<file path="config.mk">
export PLATFORM = sky130hd
export DESIGN_NAME = seq_udiv_unmul
export DESIGN_NICKNAME = d
export VERILOG_FILES = /design/src/rtl/seq_udiv_unmul.sv
export SDC_FILE = /design/constraint.sdc
export NUM_CORES = 1
export LEC_CHECK = 0
export ABC_CLOCK_PERIOD_IN_PS = 3400
export BUFFER_PORTS_ARGS = -buffer_cell sky130_fd_sc_hd__buf_2
export CAP_MARGIN = 20
export CORE_ASPECT_RATIO = 0.6
export CORE_MARGIN = 3
export CORE_UTILIZATION = 51
export DETAILED_ROUTE_END_ITERATION = 10
export GPL_TIMING_DRIVEN = 0
export PLACE_DENSITY_LB_ADDON = 0.15
export RECOVER_POWER = 50
export SLEW_MARGIN = 20
export SYNTH_ARGS = -nofsm -noshare
export SYNTH_HDL_FRONTEND = slang
export SYNTH_SLANG_ARGS = --single-unit
</file>
<file path="constraint.sdc">
create_clock -name clk -period 3.4 [get_ports clk]
set_input_delay 0.34 -clock clk [delete_from_list [all_inputs] [get_ports clk]]
set_output_delay 0.34 -clock clk [all_outputs]
set_load 0.02 [all_outputs]
</file>
<file path="src/rtl/seq_udiv_unmul.sv">
// Multi-cycle radix-2 restoring unsigned divider (2W / W -> 2W quotient, W remainder).
// Ports: clk, rst (sync, active-high); in_valid/in_ready with dividend, divisor;
//        out_valid/out_ready with quotient, remainder, div_by_zero.
module seq_udiv_unmul #(
    parameter int W = 64
) (
    input  logic           clk,
    input  logic           rst,
    input  logic           in_valid,
    output logic           in_ready,
    input  logic [2*W-1:0] dividend,
    input  logic [W-1:0]   divisor,
    output logic           out_valid,
    input  logic           out_ready,
    output logic [2*W-1:0] quotient,
    output logic [W-1:0]   remainder,
    output logic           div_by_zero
);

    localparam int CW = $clog2(2 * W);

    typedef enum logic [1:0] {
        IDLE,
        RUN,
        DONE
    } state_t;

    state_t         state;
    logic [2*W-1:0] q_reg;
    logic [W-1:0]   d_reg;
    logic [W-1:0]   r_reg;
    logic [CW-1:0]  cnt;

    logic [W:0]     r_t;
    logic [W:0]     diff;
    logic           ge;
    logic [2*W-1:0] q_next;
    logic [W-1:0]   r_next;

    // The partial remainder never exceeds the divisor, so W bits of state
    // suffice; the extra bit only exists in the shifted trial value.
    always_comb begin
        r_t    = {r_reg, q_reg[2*W-1]};
        diff   = r_t - {1'b0, d_reg};
        ge     = (r_t >= {1'b0, d_reg});
        q_next = {q_reg[2*W-2:0], ge};
        r_next = ge ? diff[W-1:0] : r_t[W-1:0];
    end

    always_ff @(posedge clk) begin
        if (rst) begin
            state       <= IDLE;
            in_ready    <= 1'b1;
            out_valid   <= 1'b0;
            quotient    <= '0;
            remainder   <= '0;
            div_by_zero <= 1'b0;
            q_reg       <= '0;
            d_reg       <= '0;
            r_reg       <= '0;
            cnt         <= '0;
        end else begin
            unique case (state)
                IDLE: begin
                    if (in_valid) begin
                        q_reg    <= dividend;
                        d_reg    <= divisor;
                        r_reg    <= '0;
                        cnt      <= CW'(2 * W - 1);
                        in_ready <= 1'b0;
                        if (divisor == '0) begin
                            // bvudiv/bvurem semantics for a zero divisor
                            quotient    <= '1;
                            remainder   <= dividend[W-1:0];
                            div_by_zero <= 1'b1;
                            out_valid   <= 1'b1;
                            state       <= DONE;
                        end else begin
                            state <= RUN;
                        end
                    end
                end
                RUN: begin
                    q_reg <= q_next;
                    r_reg <= r_next;
                    if (cnt == '0) begin
                        quotient    <= q_next;
                        remainder   <= r_next;
                        div_by_zero <= 1'b0;
                        out_valid   <= 1'b1;
                        state       <= DONE;
                    end else begin
                        cnt <= cnt - 1'b1;
                    end
                end
                DONE: begin
                    if (out_ready) begin
                        out_valid <= 1'b0;
                        in_ready  <= 1'b1;
                        state     <= IDLE;
                    end
                end
                default: begin
                    state <= IDLE;
                end
            endcase
        end
    end

endmodule

</file>
==> metrics.yaml, run 1 <==
drt:
  vias: 24100
  drt-vias-per-instance: 6.16
  drt_iter0_drc: 3091
  routed_wirelength_um: 92200
  antenna_left: 0
  drc_errors: 0
  wl_per_cell_um: 23.6
  firstDrtPassIters: 7
floorplanning:
  die_area_sq_um: 45800
  row_count: 58
  fp.dieW_um: 274
  start_util_pct: 52.1
  fp.dieH_um: 167
  ios: 391
  core_sq_um: 42300
clock_tree:
  clk_latency_ns: 0.57
  clkSlewWorstSetupHoldPaths_ns: 0.07
  cts_made_buffers: 44
  root_buffer: "clkbuf_16"
  cts.sinks: 460
  cts.path.max_buffers: 3
  cts_tree: "done"
  ctsHoldBuffers: 0
  htree_levels: 2
global_routing:
  grt_pass1_wl_um: 134000
  grt_max_degree: 16
  grtUsageMet1_pct: 56.2
  first_global_vias: 22100
  antenna_found_initial: 8
  met2_usage_pct: 53.8
  grt-busiest-layer: "met1"
  track_usage_pct: 37.9
  overflow: 0
  use_met3_pct: 8.86
yosys:
  ys_async_sr_fraction_pct: 0
  yosysSeqAreaShare_pct: 41.8
  syn_avg_cell_area_sq_um: 7.84
  synth-seq-cells: 460
  synth_area_sq_um: 22000
  synth_warnings: 0
  synth.distinct_cells: 64
  synth_edf_count: 0
  ys.flop_type: "dfxtp_1"
  synthesis.nets: 3076
  synthCells: 2813
place:
  placed_cell_area_sq_um: 24700
  hpwl_um: 70000
  io_buffers: 390
  place.gp.congestion: 1.04
  dp_slack_ns: -1.89
job:
  maxCapViolations: 0
timing:
  fmax_mhz: 260
  rsz0062_at_grt: "true"
  skew_ns: 0.0207
  setup_viol: 129
  period_share_pct: 113
  worst_pin_slew_ns: 1.29
  slew_headroom_pct: 14.1
  hold_viol_final: 0
  fin_crit_ns: 3.85
  fin_ws_ns: -0.449
  maxSlewViolCount: 0
worst_setup_path:
  arrival_ns: 4.31
  cp-end-kind: "flip-flop"
  path_max_fanout: 7
  critPathKind: "reg -> reg"
  worst_setup_path_start_kind: "flip-flop"
  cp_data_required_time_ns: 3.86
layout:
  fin_nets: 3569
  drive_gt1_share_pct: 19.7
  syn_to_final_growth_pct: 29.2
  final_util_pct: 67.3
  final_cell_mix: "519 x nand2_1, 440 x dfxtp_1, 375 x clkbuf_1"
  fin_area_sq_um: 28500
  layout_commonest_cell: "nand2_1"
worst_hold_path:
  hold_class: "in -> reg"
status:
  violations: "setup timing"
  status: "finished, violations left"
stage by stage:
| stage | std cells | TNS [ns] | hold slack, ns |
|---|---|---|---|
| 2_1_floorplan | 2813 | 0 | 0.436 |
| 3_3_place_gp | 3773 | -342.40 | 0.440 |
| 3_5_place_dp | 3775 | -338.29 | 0.445 |
| 4_1_cts | 3893 | -49.56 | 0.00463 |
| 5_1_grt | 3911 | -47.33 | 0.0271 |
| 6_report | 3911 | -37.28 | 0.0145 |
routing by layer:
metal,up-vias,part of all wire [%]
met1,11500,43
met2,1461,41
li1,10900,-
met4,10,3.7
met5,-,0.078
met3,200,12
area by class of cell:
type / instances / area (sq um)
fillers: 3652 / 13800
multi-input cells: 2039 / 13200
flip-flops and latches: 460 / 9240
repair buffers: 466 / 2530
clock buffers: 59 / 1280
plain buffers: 208 / 941
well taps: 570 / 713
inverters: 87 / 327
clock inverters: 19 / 292
diodes: 3 / 7.51
path summary, 6_finish.rpt:
| check | start | endpoint | slack, ns | cells past startpoint |
|---|---|---|---|---|
| setup reg to reg | d_reg[42]$_SDFFE_PP0P_ | remainder[49]$_SDFFE_PP0P_ | -0.45 | 17 |
| hold / removal | divisor[45] | d_reg[45]$_SDFFE_PP0P_ | 0.01 | 3 |
| hold reg to reg | d_reg[50]$_SDFFE_PP0P_ | d_reg[50]$_SDFFE_PP0P_ | 0.45 | 2 |
| setup / recovery | d_reg[42]$_SDFFE_PP0P_ | remainder[49]$_SDFFE_PP0P_ | -0.45 | 17 |
cell families (layout without fill, tap and decap cells):
| group | after synthesis | in the layout | synth area share [%] |
|---|---|---|---|
| AO/OA/AOI/OAI | 780 | 780 | 23.9 |
| XOR/XNOR | 66 | 66 | 2.62 |
| adder cells (fa/ha/maj) | 67 | 67 | 3.84 |
| buffers and inverters | 314 | 839 | 5.54 |
| flip-flops | 460 | 460 | 41.8 |
| multiplexers | 52 | 52 | 2.48 |
| other | 0 | 3 | 0 |
| AND/OR/NAND/NOR | 1074 | 1074 | 19.8 |
critical path, stage by stage (launching register included):
cell       delay, ns
dfxtp_2         0.33
inv_1           0.06
ha_4            0.26
buf_6           0.12
nand2_4         0.07
or3_4           0.34
or4_4           0.57
inv_2           0.09
a2111oi_4       0.09
o41ai_4         0.09
buf_6           0.17
a41oi_4         0.17
o21ai_4         0.29
buf_12          0.20
buf_12          0.16
mux2i_4         0.33
a211oi_2        0.12
a31o_1          0.23
cell usage after synthesis (3+ instances only):
| master | number | area, sq um |
|---|---|---|
| or3_1 | 5 | 31.3 |
| a21boi_0 | 3 | 22.5 |
| a22oi_1 | 4 | 30.0 |
| clkbuf_1 | 202 | 758 |
| a22o_1 | 4 | 35.0 |
| o21ai_0 | 107 | 536 |
| o21bai_1 | 15 | 113 |
| a31o_1 | 8 | 70.1 |
| nor4_1 | 22 | 138 |
| o21a_1 | 19 | 143 |
| and2_1 | 3 | 18.8 |
| o32ai_1 | 4 | 35.0 |
| a221oi_1 | 3 | 26.3 |
| and4_1 | 4 | 35.0 |
| a211oi_1 | 150 | 1130 |
| a31oi_1 | 10 | 62.6 |
| or4_1 | 3 | 22.5 |
| xor2_1 | 28 | 245 |
| o2111ai_1 | 4 | 35.0 |
| o31ai_1 | 10 | 75.1 |
| a211o_1 | 16 | 140 |
| nand2b_1 | 7 | 43.8 |
| ha_1 | 66 | 826 |
| a31o_2 | 7 | 61.3 |
| dfxtp_1 | 460 | 9210 |
| buf_2 | 7 | 35.0 |
| nand3_1 | 46 | 230 |
| nand2_1 | 539 | 2020 |
| and3_1 | 7 | 43.8 |
| nor2b_1 | 5 | 31.3 |
| nor3_1 | 14 | 70.1 |
| inv_1 | 86 | 323 |
| o211ai_1 | 10 | 75.1 |
| a21o_1 | 36 | 270 |
| xnor2_1 | 38 | 333 |
| nor2_1 | 381 | 1430 |
| a311oi_1 | 131 | 1150 |
| mux2i_1 | 31 | 310 |
| nand4_1 | 30 | 188 |
| buf_4 | 4 | 30.0 |
| buf_1 | 12 | 45.0 |
| a21oi_1 | 227 | 1140 |
| mux2_1 | 21 | 236 |
what timing repair did:
action                     CTS  global route
cloned                       2             4
buffers inserted            38            34
setup endpoints to repair  260           251
resized for setup          216           287
pin swaps                   23            74
Power of run 1 is left out: the tool's default activity adds up to more than one toggle a clock period on the data nets, which glitch-free logic cannot reach.
==> run 2: changes to the inputs <==
--- a/config.mk
+++ b/config.mk
@@ -9,12 +9,14 @@
 export BUFFER_PORTS_ARGS = -buffer_cell sky130_fd_sc_hd__buf_2
 export CAP_MARGIN = 20
 export CORE_ASPECT_RATIO = 0.6
-export CORE_MARGIN = 3
+export CORE_MARGIN = 1
 export CORE_UTILIZATION = 51
 export DETAILED_ROUTE_END_ITERATION = 10
 export GPL_TIMING_DRIVEN = 0
 export PLACE_DENSITY_LB_ADDON = 0.15
 export RECOVER_POWER = 50
+export REMOVE_ABC_BUFFERS = 1
+export SETUP_SLACK_MARGIN = 0.1
 export SLEW_MARGIN = 20
 export SYNTH_ARGS = -nofsm -noshare
 export SYNTH_HDL_FRONTEND = slang
==> run 2 against run 1 <==
The flow finishes with violations (capacitance limit, slew limit, setup timing). Global-route usage decreased by 6.5 points. Final cell count shrank 3.8%. Final area up 1.2%. Clock skew is 0.010 ns higher. Maximum frequency fell by 0.21%. Largest cell class unchanged. Core utilization is 0.95 points higher.
==> metrics.yaml, run 2 (synthesis gave the netlist of run 1 again) <==
status:
  status: "finished, violations left"
  violations: "capacitance limit, slew limit, setup timing"
floorplanning:
  fp.dieH_um: 163
  die_area_sq_um: 44100
  fp.dieW_um: 270
  row_count: 58
  ios: 391
  start_util_pct: 52.2
  core_sq_um: 42200
timing:
  period_share_pct: 113
  maxSlewViolCount: 45
  hold_viol_final: 0
  fin_crit_ns: 3.86
  rsz0062_at_grt: "true"
  fmax_mhz: 259
  skew_ns: 0.0307
  setup_viol: 130
  slew_headroom_pct: -43.1
  fin_ws_ns: -0.457
  worst_pin_slew_ns: 2.15
drt:
  drt-vias-per-instance: 5.93
  drt_iter0_drc: 2454
  drc_errors: 0
  firstDrtPassIters: 6
  routed_wirelength_um: 74000
  wl_per_cell_um: 19.7
  antenna_left: 0
  vias: 22300
place:
  io_buffers: 390
  dp.cells: 3585
  place.gp.congestion: 0.907
  hpwl_um: 49400
job:
  maxCapViolations: 1
global_routing:
  track_usage_pct: 31.4
  antenna_found_initial: 4
  grt_pass1_wl_um: 112000
  overflow: 0
  grt_max_degree: 122
  first_global_vias: 20400
worst_setup_path:
  reg2regPathDepth: 20
  arrival_ns: 4.36
  reg2reg_to: "r_reg[63]$_SDFFE_PP0P_"
  path_max_fanout: 5
  worst_setup_path_start_kind: "flip-flop"
  reg2reg_slack_ns: -0.46
  cp_data_required_time_ns: 3.90
  critPathKind: "reg -> reg"
  cp-end-kind: "flip-flop"
  timing.rr.start: "d_reg[47]$_SDFFE_PP0P_"
clock_tree:
  clkSlewWorstSetupHoldPaths_ns: 0.07
  cts_tree: "done"
  root_buffer: "clkbuf_16"
  cts.sinks: 460
  cts_made_buffers: 43
  htree_levels: 2
  clk_latency_ns: 0.58
  cts.path.max_buffers: 3
layout:
  drive_gt1_share_pct: 21.4
  fillCellCount: 3538
  final_util_pct: 68.3
  layout_commonest_cell: "nand2_1"
  fin_cells: 3763
  fin_nets: 3418
  syn_to_final_growth_pct: 30.8
  final_cell_mix: "511 x nand2_1, 441 x dfxtp_1, 371 x nor2_1"
worst_hold_path:
  hold_path_depth: 3
  hold_class: "in -> reg"
  holdPathEnd: "d_reg[48]$_SDFFE_PP0P_"
  hold_start: "divisor[48]"
## run 2: cell count changes in the layout (fill, tap and decap cells not counted), sizes merged
cell and change:
clkbuf -189, buf +33, dlygate4sd3 +7, clkdlybuf4s15 -2, clkinv +2, o21a +1
## run 2: worst max-delay path by stage
stage | startpoint | to | slack (ns) | cells after the start
after floorplan | divisor[0] | remainder[14]$_SDFFE_PP0P_ | -10.80 | 8
after global placement | divisor[32] | remainder[14]$_SDFFE_PP0P_ | -20.95 | 9
after detailed placement | divisor[28] | quotient[71]$_SDFFE_PP0P_ | -1.65 | 14
after CTS | d_reg[44]$_SDFFE_PP0P_ | remainder[3]$_SDFFE_PP0P_ | -0.33 | 16
after global routing | d_reg[44]$_SDFFE_PP0P_ | r_reg[63]$_SDFFE_PP0P_ | -0.54 | 20
final | d_reg[47]$_SDFFE_PP0P_ | r_reg[63]$_SDFFE_PP0P_ | -0.46 | 20
## run 2: metal layers
layer | track usage (%) | part of all wire [%] | wire length [um]
met1 | 46.7 | 46 | 34200
met2 | 47.0 | 43 | 32000
met3 | 5.48 | 8.4 | 6200
met4 | 6.96 | 2.1 | 1530
met5 | 0 | 0.011 | 8
## run 2: area by class of cell
class                   instances  area [sq um]  area share [%]
clock inverters                21           298            1.03
repair buffers                523          3730            12.9
inverters                      87           328            1.14
multi-input cells            2040         13300            46.0
well taps                     570           713            2.47
flip-flops and latches        460          9230            32.0
clock buffers                  59          1270            4.39
diodes                          3          7.51          0.0260
## run 2: repair_timing
item	CTS	global route
hold buffers	7	0
buffers inserted	49	33
pin swaps	63	54
gates cloned	7	0
hold endpoints to repair	7	0
setup endpoints to repair	255	147
gates resized for setup	279	194
## run 2: critical path: stages, from the launching register on
cell	delay, ns
dfxtp_1	0.35
inv_1	0.08
ha_4	0.27
nand2_2	0.07
or3_4	0.41
or4_4	0.57
inv_2	0.09
a2111oi_4	0.08
o41ai_4	0.07
buf_4	0.21
a41oi_4	0.18
o21ai_4	0.25
buf_6	0.13
buf_12	0.13
buf_12	0.11
buf_8	0.10
buf_16	0.11
buf_8	0.12
nand4_1	0.10
and4_4	0.22
a21oi_2	0.11
## run 2: metrics by stage
step / TNS (ns) / setup WS, ns / area, sq um / hold WS (ns)
6_report: -40.46 / -0.457 / 28800 / 0.0149
5_1_grt: -53.35 / -0.538 / 28800 / 0.00734
4_1_cts: -24.30 / -0.335 / 28100 / 0.00208
3_5_place_dp: -290.83 / -1.65 / 24800 / 0.442
3_3_place_gp: -5038.72 / -20.95 / 23800 / 0.437
2_1_floorplan: -2469.18 / -10.80 / 21200 / 0.409
Power of run 2 is left out for the same reason.
